==> src/rtl/fetch_pkg.sv <==
// Shared constants for the decoupled fetch stage:
// redirect sources, default vectors, data width.
package fetch_pkg;

  localparam int XLEN = 32;

  localparam logic [2:0] SRC_BR   = 3'd1;
  localparam logic [2:0] SRC_J    = 3'd2;
  localparam logic [2:0] SRC_JR   = 3'd3;
  localparam logic [2:0] SRC_ERET = 3'd4;

  localparam logic [XLEN-1:0] DEF_RESET_PC = 32'h0000_3000;
  localparam logic [XLEN-1:0] DEF_EXC_VEC  = 32'h0000_4180;

  function automatic logic src_legal(
    input logic [2:0] s
  );
    return (s == SRC_BR) || (s == SRC_J) ||
           (s == SRC_JR) || (s == SRC_ERET);
  endfunction

endpackage

==> src/rtl/fetch_unit_if.sv <==
// Fetch-side bundles: instruction memory
// req/gnt/rvalid port and decode valid/ready port.
interface fetch_imem_if;
  import fetch_pkg::*;

  logic            imem_req;
  logic [XLEN-1:0] imem_addr;
  logic            imem_gnt;
  logic            imem_rvalid;
  logic [XLEN-1:0] imem_rdata;

  modport master (
    output imem_req, imem_addr,
    input  imem_gnt, imem_rvalid, imem_rdata
  );

  modport slave (
    input  imem_req, imem_addr,
    output imem_gnt, imem_rvalid, imem_rdata
  );
endinterface

interface fetch_dec_if;
  import fetch_pkg::*;

  logic            if_valid;
  logic [XLEN-1:0] if_instr;
  logic [XLEN-1:0] if_pc;
  logic            if_ready;

  modport master (
    output if_valid, if_instr, if_pc,
    input  if_ready
  );

  modport slave (
    input  if_valid, if_instr, if_pc,
    output if_ready
  );
endinterface

==> src/rtl/fetch_fifo.sv <==
// Small synchronous FIFO with flush; a push into a
// full FIFO is accepted when a pop happens alongside.
module fetch_fifo #(
  parameter int DEPTH = 2,
  parameter int WIDTH = 32,
  localparam int AW = (DEPTH > 1) ? $clog2(DEPTH) : 1,
  localparam int CW = $clog2(DEPTH + 1)
) (
  input  logic             clk,
  input  logic             rst,
  input  logic             push,
  input  logic             pop,
  input  logic             flush,
  input  logic [WIDTH-1:0] wdata,
  output logic [WIDTH-1:0] rdata,
  output logic             full,
  output logic             empty,
  output logic [CW-1:0]    count
);

  logic [WIDTH-1:0] mem_q [DEPTH];
  logic [AW-1:0]    wr_q, rd_q;
  logic [CW-1:0]    cnt_q;
  logic             do_push, do_pop;

  function automatic logic [AW-1:0] inc(
    input logic [AW-1:0] p
  );
    return (p == AW'(DEPTH - 1)) ? '0 : p + 1'b1;
  endfunction

  assign full    = (cnt_q == CW'(DEPTH));
  assign empty   = (cnt_q == '0);
  assign count   = cnt_q;
  assign rdata   = mem_q[rd_q];
  assign do_pop  = pop && !empty;
  assign do_push = push && (!full || do_pop);

  always_ff @(posedge clk or negedge rst) begin
    if (!rst) begin
      wr_q  <= '0;
      rd_q  <= '0;
      cnt_q <= '0;
    end else if (flush) begin
      wr_q  <= '0;
      rd_q  <= '0;
      cnt_q <= '0;
    end else begin
      if (do_push) wr_q <= inc(wr_q);
      if (do_pop)  rd_q <= inc(rd_q);
      cnt_q <= cnt_q + CW'(do_push) - CW'(do_pop);
    end
  end

  always_ff @(posedge clk) begin
    if (do_push && !flush) mem_q[wr_q] <= wdata;
  end

endmodule

==> src/rtl/fetch_unit.sv <==
// Decoupled fetch stage: PC, in-flight tracking,
// instruction queue and redirect/flush handling.
module fetch_unit
  import fetch_pkg::*;
#(
  parameter logic [XLEN-1:0] RESET_PC = DEF_RESET_PC,
  parameter logic [XLEN-1:0] EXC_VEC  = DEF_EXC_VEC,
  parameter int FQ_DEPTH = 2,
  parameter int MAX_OUT  = 2
) (
  input  logic            clk,
  input  logic            rst,
  input  logic            exc_req,
  input  logic            redir_valid,
  input  logic [2:0]      redir_src,
  input  logic [XLEN-1:0] redir_pc,
  input  logic [XLEN-1:0] imm32,
  input  logic [25:0]     instr_idx,
  input  logic [XLEN-1:0] reg_target,
  input  logic [XLEN-1:0] epc,
  fetch_imem_if.master    imem,
  fetch_dec_if.master     dec,
  output logic            redir_err
);

  localparam int OW = $clog2(MAX_OUT + 1);
  localparam int TW = $clog2(MAX_OUT + 1);
  localparam int QW = $clog2(FQ_DEPTH + 1);

  logic [XLEN-1:0] pc_q, pc_d;
  logic [OW-1:0]   infl_q, infl_d;
  logic [OW-1:0]   kill_q, kill_d;
  logic            err_q, err_d;

  logic            legal, redirect, issue;
  logic            rvalid, kill_dec;
  logic            fq_push, fq_pop;
  logic [31:0]     committed;
  logic [XLEN-1:0] tag_pc;
  logic [63:0]     fq_head;
  logic            fq_empty, fq_full;
  logic [QW-1:0]   fq_cnt;
  logic            tag_full, tag_empty;
  logic [TW-1:0]   tag_cnt;
  logic            unused_ok;

  assign legal    = redir_valid && src_legal(redir_src);
  assign redirect = exc_req || legal;
  assign rvalid   = imem.imem_rvalid;
  assign kill_dec = rvalid && (kill_q != '0);

  // Live responses plus queued words must fit the queue.
  assign committed = 32'(infl_q) - 32'(kill_q)
                   + 32'(fq_cnt);

  assign imem.imem_req  = rst && !redirect &&
                          (infl_q < OW'(MAX_OUT)) &&
                          (committed < 32'(FQ_DEPTH));
  assign imem.imem_addr = pc_q;
  assign issue = imem.imem_req && imem.imem_gnt;

  assign fq_push = rvalid && (kill_q == '0) && !redirect;
  assign fq_pop  = dec.if_valid && dec.if_ready;

  assign infl_d = infl_q + OW'(issue) - OW'(rvalid);
  // Everything still outstanding after a redirect is stale.
  assign kill_d = redirect ? infl_d
                           : kill_q - OW'(kill_dec);
  assign err_d  = redir_valid && !src_legal(redir_src);

  always_comb begin
    pc_d = pc_q;
    if (exc_req) begin
      pc_d = EXC_VEC;
    end else if (legal) begin
      unique case (redir_src)
        SRC_BR:   pc_d = redir_pc + {imm32[29:0], 2'b00};
        SRC_J:    pc_d = {redir_pc[31:28], instr_idx, 2'b00};
        SRC_JR:   pc_d = reg_target;
        SRC_ERET: pc_d = epc;
        default:  pc_d = pc_q;
      endcase
    end else if (issue) begin
      pc_d = pc_q + 32'd4;
    end
  end

  always_ff @(posedge clk or negedge rst) begin
    if (!rst) begin
      pc_q   <= RESET_PC;
      infl_q <= '0;
      kill_q <= '0;
      err_q  <= 1'b0;
    end else begin
      pc_q   <= pc_d;
      infl_q <= infl_d;
      kill_q <= kill_d;
      err_q  <= err_d;
    end
  end

  fetch_fifo #(.DEPTH(MAX_OUT), .WIDTH(XLEN)) u_tag (
    .clk   (clk),
    .rst   (rst),
    .push  (issue),
    .pop   (rvalid),
    .flush (1'b0),
    .wdata (pc_q),
    .rdata (tag_pc),
    .full  (tag_full),
    .empty (tag_empty),
    .count (tag_cnt)
  );

  fetch_fifo #(.DEPTH(FQ_DEPTH), .WIDTH(64)) u_iq (
    .clk   (clk),
    .rst   (rst),
    .push  (fq_push),
    .pop   (fq_pop),
    .flush (redirect),
    .wdata ({tag_pc, imem.imem_rdata}),
    .rdata (fq_head),
    .full  (fq_full),
    .empty (fq_empty),
    .count (fq_cnt)
  );

  assign dec.if_valid = !fq_empty;
  assign dec.if_instr = fq_empty ? '0 : fq_head[31:0];
  assign dec.if_pc    = fq_empty ? '0 : fq_head[63:32];
  assign redir_err    = err_q;

  assign unused_ok = ^{tag_full, tag_empty, tag_cnt,
                       fq_full, imm32[31:30]};

endmodule

==> src/flat_wrapper.sv <==
// flat-port wrapper written by rule: the top's interface ports become plain ports
module fetch_unit_flat import fetch_pkg::*;
#(
  parameter logic [XLEN-1:0] RESET_PC = DEF_RESET_PC,
  parameter logic [XLEN-1:0] EXC_VEC  = DEF_EXC_VEC,
  parameter int FQ_DEPTH = 2,
  parameter int MAX_OUT  = 2
)
  (clk, rst, exc_req, redir_valid, redir_src, redir_pc, imm32, instr_idx, reg_target, epc, redir_err, imem_imem_req, imem_imem_addr, imem_imem_gnt, imem_imem_rvalid, imem_imem_rdata, dec_if_valid, dec_if_instr, dec_if_pc, dec_if_ready);
  fetch_imem_if imem_i ();
  fetch_dec_if dec_i ();
  input  logic clk;
  input  logic rst;
  input  logic exc_req;
  input  logic redir_valid;
  input  logic [2:0] redir_src;
  input  logic [XLEN-1:0] redir_pc;
  input  logic [XLEN-1:0] imm32;
  input  logic [25:0] instr_idx;
  input  logic [XLEN-1:0] reg_target;
  input  logic [XLEN-1:0] epc;
  output logic redir_err;
  output wire logic [$bits(imem_i.imem_req)-1:0] imem_imem_req;
  output wire logic [$bits(imem_i.imem_addr)-1:0] imem_imem_addr;
  input wire logic [$bits(imem_i.imem_gnt)-1:0] imem_imem_gnt;
  input wire logic [$bits(imem_i.imem_rvalid)-1:0] imem_imem_rvalid;
  input wire logic [$bits(imem_i.imem_rdata)-1:0] imem_imem_rdata;
  output wire logic [$bits(dec_i.if_valid)-1:0] dec_if_valid;
  output wire logic [$bits(dec_i.if_instr)-1:0] dec_if_instr;
  output wire logic [$bits(dec_i.if_pc)-1:0] dec_if_pc;
  input wire logic [$bits(dec_i.if_ready)-1:0] dec_if_ready;
  assign imem_imem_req = imem_i.imem_req;
  assign imem_imem_addr = imem_i.imem_addr;
  assign imem_i.imem_gnt = imem_imem_gnt;
  assign imem_i.imem_rvalid = imem_imem_rvalid;
  assign imem_i.imem_rdata = imem_imem_rdata;
  assign dec_if_valid = dec_i.if_valid;
  assign dec_if_instr = dec_i.if_instr;
  assign dec_if_pc = dec_i.if_pc;
  assign dec_i.if_ready = dec_if_ready;
  fetch_unit #(.RESET_PC(RESET_PC), .EXC_VEC(EXC_VEC), .FQ_DEPTH(FQ_DEPTH), .MAX_OUT(MAX_OUT)) u_core (.clk(clk), .rst(rst), .exc_req(exc_req), .redir_valid(redir_valid), .redir_src(redir_src), .redir_pc(redir_pc), .imm32(imm32), .instr_idx(instr_idx), .reg_target(reg_target), .epc(epc), .imem(imem_i), .dec(dec_i), .redir_err(redir_err));
endmodule
==> config.mk <==
export PLATFORM = sky130hd
export DESIGN_NAME = fetch_unit_flat
export DESIGN_NICKNAME = d
export VERILOG_FILES = /design/src/rtl/fetch_pkg.sv /design/src/rtl/fetch_unit_if.sv /design/src/rtl/fetch_fifo.sv /design/src/rtl/fetch_unit.sv /design/src/flat_wrapper.sv
export SDC_FILE = /design/constraint.sdc
export NUM_CORES = 1
export LEC_CHECK = 0
export ABC_AREA = 1
export BUFFER_PORTS_ARGS = -buffer_cell sky130_fd_sc_hd__buf_4
export CORE_MARGIN = 2
export CORE_UTILIZATION = 57
export CTS_BUF_LIST = sky130_fd_sc_hd__clkbuf_4
export DETAILED_ROUTE_END_ITERATION = 8
export PLACE_DENSITY = 0.8
export SYNTH_ARGS = -nofsm -noshare
export SYNTH_HDL_FRONTEND = slang
export SYNTH_SLANG_ARGS = --single-unit
==> constraint.sdc <==
create_clock -name clk -period 4.9 [get_ports clk]
set_input_delay 0.98 -clock clk [delete_from_list [all_inputs] [get_ports clk]]
set_output_delay 0.98 -clock clk [all_outputs]
set_load 0.1 [all_outputs]
==> impl_metrics.env, run 1 <==
export IMPL_clk_pin_slew_worst_paths_ns=0.07
export IMPL_skew_ns=0.04206
export IMPL_grt_max_degree=66
export IMPL_worst_setup_path_end_kind="output pin"
export IMPL_io_buffer_count=292
export IMPL_syn_inst=1568
export IMPL_cts_tree="done"
export IMPL_grtUsageTotal_pct=29.10
export IMPL_fp_row_count=55
export IMPL_vias_per_cell=5.377
export IMPL_synth_yosys_warnings=0
export IMPL_synth_seq_cells=237
export IMPL_area_growth_pct=24.12
export IMPL_nets=2116
export IMPL_cts_root_buf="clkbuf_4"
export IMPL_cts_setup_buffers=0
export IMPL_clock_path_buffers=3
export IMPL_grt_pass1_wl_um=56320
export IMPL_antenna_found_initial=1
export IMPL_arrival_ns=3.33
export IMPL_synth_edf_count=192
export IMPL_p_leak_nw=7.586
export IMPL_die_x_um=155.6
export IMPL_worst_slew_pin_slew_ns=1.133
export IMPL_io_pins=295
export IMPL_required_ns=3.92
export IMPL_post_route_period_util_pct=88.00
export IMPL_clock_latency_ns=0.63
export IMPL_r2r_start="u_core.kill_q[0]"
export IMPL_ys_types=42
export IMPL_cts_resized=0
export IMPL_multi_input_area_um2=5405
export IMPL_start_util_pct=58.04
export IMPL_relSlewSlack_pct=24.47
export IMPL_start_kind="register"
export IMPL_fillers=1806
export IMPL_grt_pass1_vias=11500
export IMPL_die_area_um2=24210
export IMPL_cts_max_level=2
export IMPL_slew_viol_final=0
export IMPL_numCtsBuffers=53
export IMPL_grt_overflow=0
export IMPL_syn_area_per_cell_um2=8.355
export IMPL_hpwl_um=26100
export IMPL_crit_type="register to output pin"
export IMPL_yosysSeqAreaShare_pct=52.63
export IMPL_fmax_mhz=231.9
export IMPL_synth_nets=1809
export IMPL_rrSetupSlack_ns=1.20
export IMPL_dr_pass1_iters=5
export IMPL_gp_congestion=0.9558
export IMPL_drt_iter0_drc=863
export IMPL_synth_flop_cell="edfxtp_1"
export IMPL_setup_viol=0
export IMPL_drc=0
export IMPL_antenna_left=0
export IMPL_postCtsHoldBufs=0
export IMPL_die_h_um=155.6
export IMPL_drt_wl_total_um=35520
export IMPL_core_area_um2=22570
export IMPL_status="finished, final reports clean"
export IMPL_p_per_area_nw_per_um2=387.6
export IMPL_critPathMaxFanout=2
export IMPL_async_flop_share_pct=18.99
export IMPL_hold_viol_final=0
export IMPL_tns_ns=0
export IMPL_dp_cells=2105
export IMPL_maxCapViolations=0
export IMPL_peakVddDrop_mv=0.1963
export IMPL_vias=11840
export IMPL_drive_above_1_share_pct=21.57
export IMPL_seqCellArea_um2=6895
export IMPL_cts_sinks=237
export IMPL_wl_per_cell_um=16.14
export IMPL_worstReg2RegEnd="u_core.u_tag.mem_q[1][29]"
export IMPL_r2r_cells=14
export IMPL_layout_cells_non_filler=2201
export IMPL_syn_area_um2=13100
export IMPL_finalCriticalPeriod_ns=4.312
export IMPL_min_path_type="input pin to async pin"
export IMPL_rsz0062_at_grt="no"
==> cell families (layout without fill, tap and decap cells) <==
group	count (synthesis)	after routing	synth area share (%)
other cells	0	1	0
compound gates	180	180	7.517
simple gates	858	858	26.91
buf+inv	215	562	6.266
flops	237	237	52.63
xor+xnor	33	33	2.206
fa+ha+maj	45	45	4.470
==> cell usage in the layout (no fill, tap or decap), drive strengths merged <==
master	synthesis	layout
a211oi	3	3
a21o	3	3
a21oi	114	114
a221oi	4	4
a22o	7	7
a31oi	4	4
and2	2	2
buf	15	302
bufinv	0	1
clkbuf	35	78
clkinv	2	16
clkinvlp	0	2
dfrtp	43	43
dfstp	2	2
diode	0	1
edfxtp	192	192
fa	3	3
ha	42	42
inv	163	163
nand2	630	630
nand3	86	86
nand3b	2	2
nand4	30	30
nor2	84	84
nor3	17	17
nor3b	2	2
nor4	4	4
o21ai	37	37
o21bai	5	5
o221ai	1	1
o22ai	2	2
or2	1	1
xnor2	13	13
xor2	20	20
==> per-stage QoR <==
stage / hold slack (ns) / util, % / setup slack, ns / area (um^2) / total power [mW]
floorplan: 0.4687 / - / 0.6382 / 13100 / 4.190
global placement: 0.4833 / 68.97 / 1.274 / 15570 / 4.758
detailed placement: 0.4888 / 68.97 / 1.147 / 15570 / 4.820
CTS: 0.3194 / 72.02 / 0.5659 / 16260 / 6.338
global route: 0.3522 / 72.03 / 0.3904 / 16260 / 6.639
finish: 0.3567 / 72.03 / 0.5878 / 16260 / 6.303
==> worst max-delay path, cell delays in order, from the launching register on <==
cell	delay, ns
dfrtp_1	0.39
ha_1	0.22
fa_1	0.48
inv_1	0.06
ha_1	0.28
a21o_1	0.13
nand2_1	0.07
ha_1	0.29
nand2_1	0.04
nor3_1	0.16
nand3_1	0.17
nor2_4	0.13
buf_4	0.30
==> report_power, final <==
part           internal (mW)  leakage [nW]  switching, mW
Sequential              2.39          2.31          0.119
Combinational          0.589          4.87           1.69
Clock                  0.786         0.405          0.729
Total                   3.76          7.59           2.54
==> Yosys cell counts (all sizes together), types with 3 or more instances <==
library cell / count / area, um^2
a211oi: 3 / 22.52
a21o: 3 / 22.52
a21oi: 114 / 570.6
a221oi: 4 / 35.03
a22o: 7 / 61.31
a31oi: 4 / 25.02
buf: 15 / 70.06
clkbuf: 35 / 131.4
dfrtp: 43 / 1076
edfxtp: 192 / 5766
fa: 3 / 60.06
ha: 42 / 525.5
inv: 163 / 611.8
nand2: 630 / 2409
nand3: 86 / 442.9
nand4: 30 / 187.7
nor2: 84 / 327.8
nor3: 17 / 85.08
nor4: 4 / 25.02
o21ai: 37 / 188.9
o21bai: 5 / 37.54
xnor2: 13 / 113.9
xor2: 20 / 175.2
==> final cells by class <==
type	count	share of cell area [%]
Antenna cell	1	0.01539
Clock buffer	78	3.601
Clock inverter	17	0.6310
Inverter	165	3.809
Multi-Input combinational cell	1116	33.24
Sequential cell	237	42.41
Tap cell	285	2.193
Timing Repair Buffer	302	14.10
==> worst max-delay path by stage <==
stage / from / endpoint / slack, ns / cells after the start
floorplan: u_core.kill_q[0] / u_core.u_tag.mem_q[0][0] / 0.64 / 12
global placement: redir_src[1] / u_core.u_iq.mem_q[0][3] / 1.27 / 11
detailed placement: redir_src[1] / u_core.u_iq.mem_q[0][3] / 1.15 / 11
CTS: u_core.kill_q[0] / imem_imem_req / 0.57 / 12
global route: u_core.kill_q[0] / imem_imem_req / 0.39 / 12
finish: u_core.kill_q[0] / imem_imem_req / 0.59 / 12
==> per-layer routing <==
metal | track usage, % | share of wire, %
met2 | 52.36 | 50
met4 | 10.66 | 3.1
met3 | 4.806 | 7.3
met1 | 35.33 | 39
met5 | 0 | 0
==> state kept, by name (all words and copies together), names as in the netlist <==
name and flops:
u_core.imem.imem_addr 32, u_core.infl_q 2, u_core.kill_q 2, u_core.redir_err 1, u_core.u_iq.count 2, u_core.u_iq.mem_q 128
u_core.u_iq.rd_q 1, u_core.u_iq.wr_q 1, u_core.u_tag.count 2, u_core.u_tag.mem_q 64, u_core.u_tag.rd_q 1, u_core.u_tag.wr_q 1
(Power assumes the default switching activity.)
==> inputs of run 2 (changes only) <==
Settings changed: CAP_MARGIN set to 5, CORE_ASPECT_RATIO set to 0.7, CORE_MARGIN 2 to 5.
==> run 2 against run 1 <==
- register-to-register slack worse by 0.14 ns
- wire length is 6.0% higher
- maximum frequency is 1.9% lower
- sequential share of layout area is 0.16 points lower
- clock skew is 0.032 ns higher
- combinational power hardly changed
- sequential power hardly changed
- critical endpoint unchanged
- highest routed layer unchanged
- critical path depth is 1 lower
- power is 1.4% higher
- via count is 0.86% higher
==> impl_metrics.env, run 2 (synthesized netlist as in run 1, its figures left out) <==
export IMPL_drc=0
export IMPL_critPathMaxStageDelay_ns=0.47
export IMPL_cts_max_level=2
export IMPL_worstReg2RegEnd="u_core.u_tag.mem_q[0][19]"
export IMPL_p_per_area_nw_per_um2=391.7
export IMPL_drt_iter0_drc=1128
export IMPL_nets=2116
export IMPL_critPathSlowestCell="fa_1"
export IMPL_grt_pass1_vias=11570
export IMPL_worst_setup_path_end_kind="output pin"
export IMPL_hpwl_um=27660
export IMPL_wl_per_cell_um=16.88
export IMPL_fp_row_count=46
export IMPL_grt_overflow=0
export IMPL_vias=11940
export IMPL_place_ws_ns=1.171
export IMPL_hold_viol_final=0
export IMPL_cts_sinks=237
export IMPL_p_leak_nw=7.607
export IMPL_io_buffer_count=292
export IMPL_worst_slew_pin_slew_ns=1.061
export IMPL_vias_per_cell=5.353
export IMPL_io_pins=295
export IMPL_cp_common_cell="ha_1"
export IMPL_seqCellArea_um2=6895
export IMPL_r2r_cells=13
export IMPL_cts_root_buf="clkbuf_4"
export IMPL_crit_type="register to output pin"
export IMPL_die_x_um=191.2
export IMPL_area_growth_pct=24.57
export IMPL_start_util_pct=57.92
export IMPL_postCtsHoldBufs=0
export IMPL_crit_path_cell_trace="ha_1 > fa_1 > inv_1 > ha_1 > a21o_1 > nand2_1 > ha_1 > nor4_1 > nand3_1 > nor2_4 > buf_4"
export IMPL_finalCriticalPeriod_ns=4.396
export IMPL_final_cell_mix="nand2_1 (624), buf_4 (300), edfxtp_1 (192)"
export IMPL_slew_viol_final=0
export IMPL_fillers=1756
export IMPL_multi_input_area_um2=5405
export IMPL_clock_path_buffers=3
export IMPL_rrSetupSlack_ns=1.06
export IMPL_post_route_period_util_pct=89.71
export IMPL_required_ns=3.92
export IMPL_grt_pass1_wl_um=59060
export IMPL_crit_family="adder cells"
export IMPL_antenna_left=0
export IMPL_arrival_ns=3.42
export IMPL_cts_tree="done"
export IMPL_die_area_um2=26160
export IMPL_final_common_cell="nand2_1"
export IMPL_drive_above_1_share_pct=21.70
export IMPL_drt_wl_total_um=37640
export IMPL_die_h_um=136.8
export IMPL_setup_viol=0
export IMPL_start_kind="register"
export IMPL_r2r_start="u_core.kill_q[0]"
export IMPL_cts_resized=0
export IMPL_rsz0062_at_grt="no"
export IMPL_relSlewSlack_pct=28.84
export IMPL_antenna_found_initial=0
export IMPL_grt_max_degree=66
export IMPL_cts_setup_buffers=0
export IMPL_skew_ns=0.07451
export IMPL_clock_latency_ns=0.68
export IMPL_largest_reg_flops=128
export IMPL_status="finished, final reports clean"
export IMPL_fmax_mhz=227.5
export IMPL_core_area_um2=22620
export IMPL_grtUsageTotal_pct=28.39
export IMPL_min_path_type="input pin to async pin"
export IMPL_clk_pin_slew_worst_paths_ns=0.07
export IMPL_maxCapViolations=0
export IMPL_numCtsBuffers=53
export IMPL_cp_num_buf_inv=2
export IMPL_peakVddDrop_mv=0.3433
export IMPL_dr_pass1_iters=6
export IMPL_regMostFlops="u_core.u_iq.mem_q"
export IMPL_setup_ws_ns=0.5042
export IMPL_gp_congestion=0.9945
export IMPL_critPathMaxFanout=2
export IMPL_tns_ns=0
run 2: power breakdown:
part	switching (mW)	leakage [nW]	internal, mW
clock	0.750	0.428	0.839
combinational	1.70	4.86	0.593
sequential	0.121	2.31	2.39
total	2.57	7.61	3.82
run 2: how the worst max path moves through the flow:
stage | start | endpoint | slack (ns) | cells past startpoint
2_1_floorplan | u_core.kill_q[0] | u_core.u_tag.mem_q[0][0] | 0.64 | 12
3_3_place_gp | u_core.kill_q[0] | u_core.u_tag.mem_q[0][27] | 1.28 | 13
3_5_place_dp | u_core.kill_q[0] | u_core.u_tag.mem_q[0][27] | 1.17 | 13
4_1_cts | u_core.kill_q[0] | imem_imem_req | 0.45 | 11
5_1_grt | u_core.kill_q[0] | imem_imem_req | 0.33 | 11
6_report | u_core.kill_q[0] | imem_imem_req | 0.50 | 11
run 2: final cells by class:
| cell class | count | share of cell area (%) |
|---|---|---|
| timing repair buffer | 302 | 14.05 |
| sequential | 237 | 42.25 |
| multi-input combinational | 1116 | 33.12 |
| tap | 312 | 2.392 |
| clock inverter | 12 | 0.4677 |
| inverter | 165 | 3.795 |
| clock buffer | 85 | 3.910 |
| antenna | 1 | 0.01533 |
run 2: metal layers:
metal	vias up	share of wire, %	track usage (%)
met5	-	0	0
met4	0	2.3	7.536
met3	81	9.3	6.425
met2	536	46	45.24
met1	5507	43	39.86
li1	5813	-	-
run 2: stage by stage:
step | instance area (um^2) | hold slack (ns) | utilization, % | std cells | power [mW]
2_1_floorplan | 13100 | 0.4687 | - | 1568 | 4.190
3_3_place_gp | 15600 | 0.4795 | 68.98 | 2132 | 4.775
3_5_place_dp | 15600 | 0.4974 | 68.98 | 2132 | 4.838
4_1_cts | 16320 | 0.2819 | 72.14 | 2229 | 6.420
5_1_grt | 16320 | 0.3338 | 72.14 | 2229 | 6.714
6_report | 16320 | 0.3058 | 72.15 | 2230 | 6.393
==> inputs of run 3 (changes only) <==
Settings changed: CORE_UTILIZATION 57 to 51, PLACE_DENSITY 0.8 to 0.76.
Clock period 4.9 ns to 4 ns, I/O delays scaled along.
==> run 3 against run 2 <==
- the run now ends with setup timing left
- die area is 11% higher
- design area is 1.3% higher
- first-iteration DRC count is 8.3% lower
- sequential cell count stayed put
- sequential power is 23% higher
- critical path depth stayed put
- core utilization is 7.3 points lower
- largest power group unchanged
- highest routed layer unchanged
==> impl_metrics.env, run 3 (synthesized netlist as in run 1, its figures left out) <==
export IMPL_core_area_um2=25500
export IMPL_cts_tree="done"
export IMPL_cts_root_buf="clkbuf_4"
export IMPL_peakVddDrop_mv=0.3710
export IMPL_p_per_area_nw_per_um2=483.8
export IMPL_clock_latency_ns=0.68
export IMPL_io_buffer_count=292
export IMPL_numCtsBuffers=56
export IMPL_rrSetupSlack_ns=0.32
export IMPL_p_seq_share_pct=38.6
export IMPL_fp_row_count=49
export IMPL_area_growth_pct=26.19
export IMPL_cts_sinks=237
export IMPL_grt_overflow=0
export IMPL_r2r_cells=16
export IMPL_clkPwrFrac_pct=25.1
export IMPL_violations="setup timing"
export IMPL_final_cell_mix="nand2_1 (623), buf_4 (305), edfxtp_1 (192)"
export IMPL_wl_per_cell_um=17.02
export IMPL_grtUsageTotal_pct=25.76
export IMPL_drt_wl_total_um=38510
export IMPL_die_x_um=201.6
export IMPL_antenna_left=0
export IMPL_nets=2127
export IMPL_clk_pin_slew_worst_paths_ns=0.08
export IMPL_p_leak_nw=7.671
export IMPL_relSlewSlack_pct=28.46
export IMPL_start_kind="register"
export IMPL_setup_viol=1
export IMPL_final_common_cell="nand2_1"
export IMPL_tns_ns=-0.008515
export IMPL_start_util_pct=51.36
export IMPL_combPwrFrac_pct=36.3
export IMPL_intPower_mw=4.750
export IMPL_maxCapViolations=0
export IMPL_die_h_um=144.1
export IMPL_finalCriticalPeriod_ns=4.009
export IMPL_grt_pass1_vias=11500
export IMPL_regMostFlops="u_core.u_iq.mem_q"
export IMPL_io_pins=295
export IMPL_setup_ws_ns=-0.008515
export IMPL_arrival_ns=3.21
export IMPL_grt_pass1_wl_um=60090
export IMPL_vias_per_cell=5.224
export IMPL_cts_max_level=2
export IMPL_critPathMaxFanout=2
export IMPL_status="complete, but fails checks"
export IMPL_drt_iter0_drc=1034
export IMPL_slew_viol_final=0
export IMPL_hold_viol_final=0
export IMPL_drc=0
export IMPL_worst_setup_path_end_kind="output pin"
export IMPL_post_route_period_util_pct=100.2
export IMPL_grt_max_degree=67
export IMPL_crit_type="register to output pin"
export IMPL_largest_reg_flops=128
export IMPL_antenna_found_initial=1
export IMPL_vias=11820
export IMPL_min_path_type="input pin to async pin"
export IMPL_fmax_mhz=249.5
export IMPL_rsz0062_at_grt="yes"
export IMPL_gp_congestion=0.9835
export IMPL_switchingPower_mw=3.248
export IMPL_required_ns=3.20
export IMPL_clock_path_buffers=3
export IMPL_worstReg2RegEnd="u_core.u_tag.count[1]"
export IMPL_worst_slew_pin_slew_ns=1.072
export IMPL_sw_frac_of_total_pct=40.61
export IMPL_utilization_pct=64.82
export IMPL_drive_above_1_share_pct=22.58
export IMPL_skew_ns=0.02830
export IMPL_hpwl_um=28670
export IMPL_r2r_start="u_core.kill_q[0]"
export IMPL_die_area_um2=29040
export IMPL_dr_pass1_iters=5
==> run 3: repair_timing <==
action	CTS	global route
pin swaps	5	6
buffers inserted	2	1
resized for setup	7	9
hold buffers	0	0
setup endpoints to repair	1	1
==> run 3: how the worst max path moves through the flow <==
stage                                start                         to
after CTS                 u_core.kill_q[0]              imem_imem_req
final                     u_core.kill_q[0]              imem_imem_req
after global placement    u_core.kill_q[0]  u_core.u_tag.mem_q[1][27]
after floorplan           u_core.kill_q[0]   u_core.u_tag.mem_q[0][0]
after detailed placement  u_core.kill_q[0]      u_core.u_tag.count[1]
after global routing      u_core.kill_q[0]              imem_imem_req
==> run 3: power by group through the flow <==
| stage | clock [mW] | combinational, mW | sequential, mW |
|---|---|---|---|
| floorplan | 0 | 1.76 | 3.37 |
| detailed placement | 0 | 2.81 | 3.13 |
| global route | 2.19 | 3.15 | 3.10 |
| global placement | 0 | 2.74 | 3.12 |
| finish | 2.01 | 2.90 | 3.09 |
| CTS | 2.05 | 2.83 | 3.08 |
==> run 3: layout make-up <==
class | count | area (um^2)
diodes | 1 | 2.502
clock buffers | 86 | 645.6
clock inverters | 17 | 91.34
fillers | 2182 | 8974
inverters | 165 | 619.3
multi-input cells | 1116 | 5473
flip-flops and latches | 237 | 6895
well taps | 331 | 414.1
repair buffers | 310 | 2390
==> run 3: per-stage QoR <==
step                hold WS (ns)  worst slack (ns)  power [mW]  cell area [um^2]  std cells
floorplan                 0.4687           -0.2618       5.132             13100       1568
global placement          0.4790            0.5061       5.862             15690       2156
detailed placement        0.5060            0.3745       5.934             15690       2156
CTS                       0.2001           -0.1015       7.955             16460       2261
global route              0.2308           -0.1605       8.436             16530       2263
finish                    0.2310         -0.008515       7.998             16530       2263
==> run 3: critical path, cell delays in order, from the launching register on <==
cell and delay [ns]:
dfrtp_1 0.41, ha_4 0.17, fa_1 0.51, inv_2 0.06
ha_4 0.26, a21o_1 0.14, nand2_2 0.09, ha_4 0.18
nor4_4 0.26, nand3_2 0.14, nor2_4 0.13, buf_12 0.18
==> run 3: layer usage <==
layer	wire, um	GRT usage [%]	vias up
li1	-	-	5837
met1	17370	36.76	5507
met2	17580	41.39	426
met3	2923	5.201	52
met4	629	5.823	0
met5	0	0	-
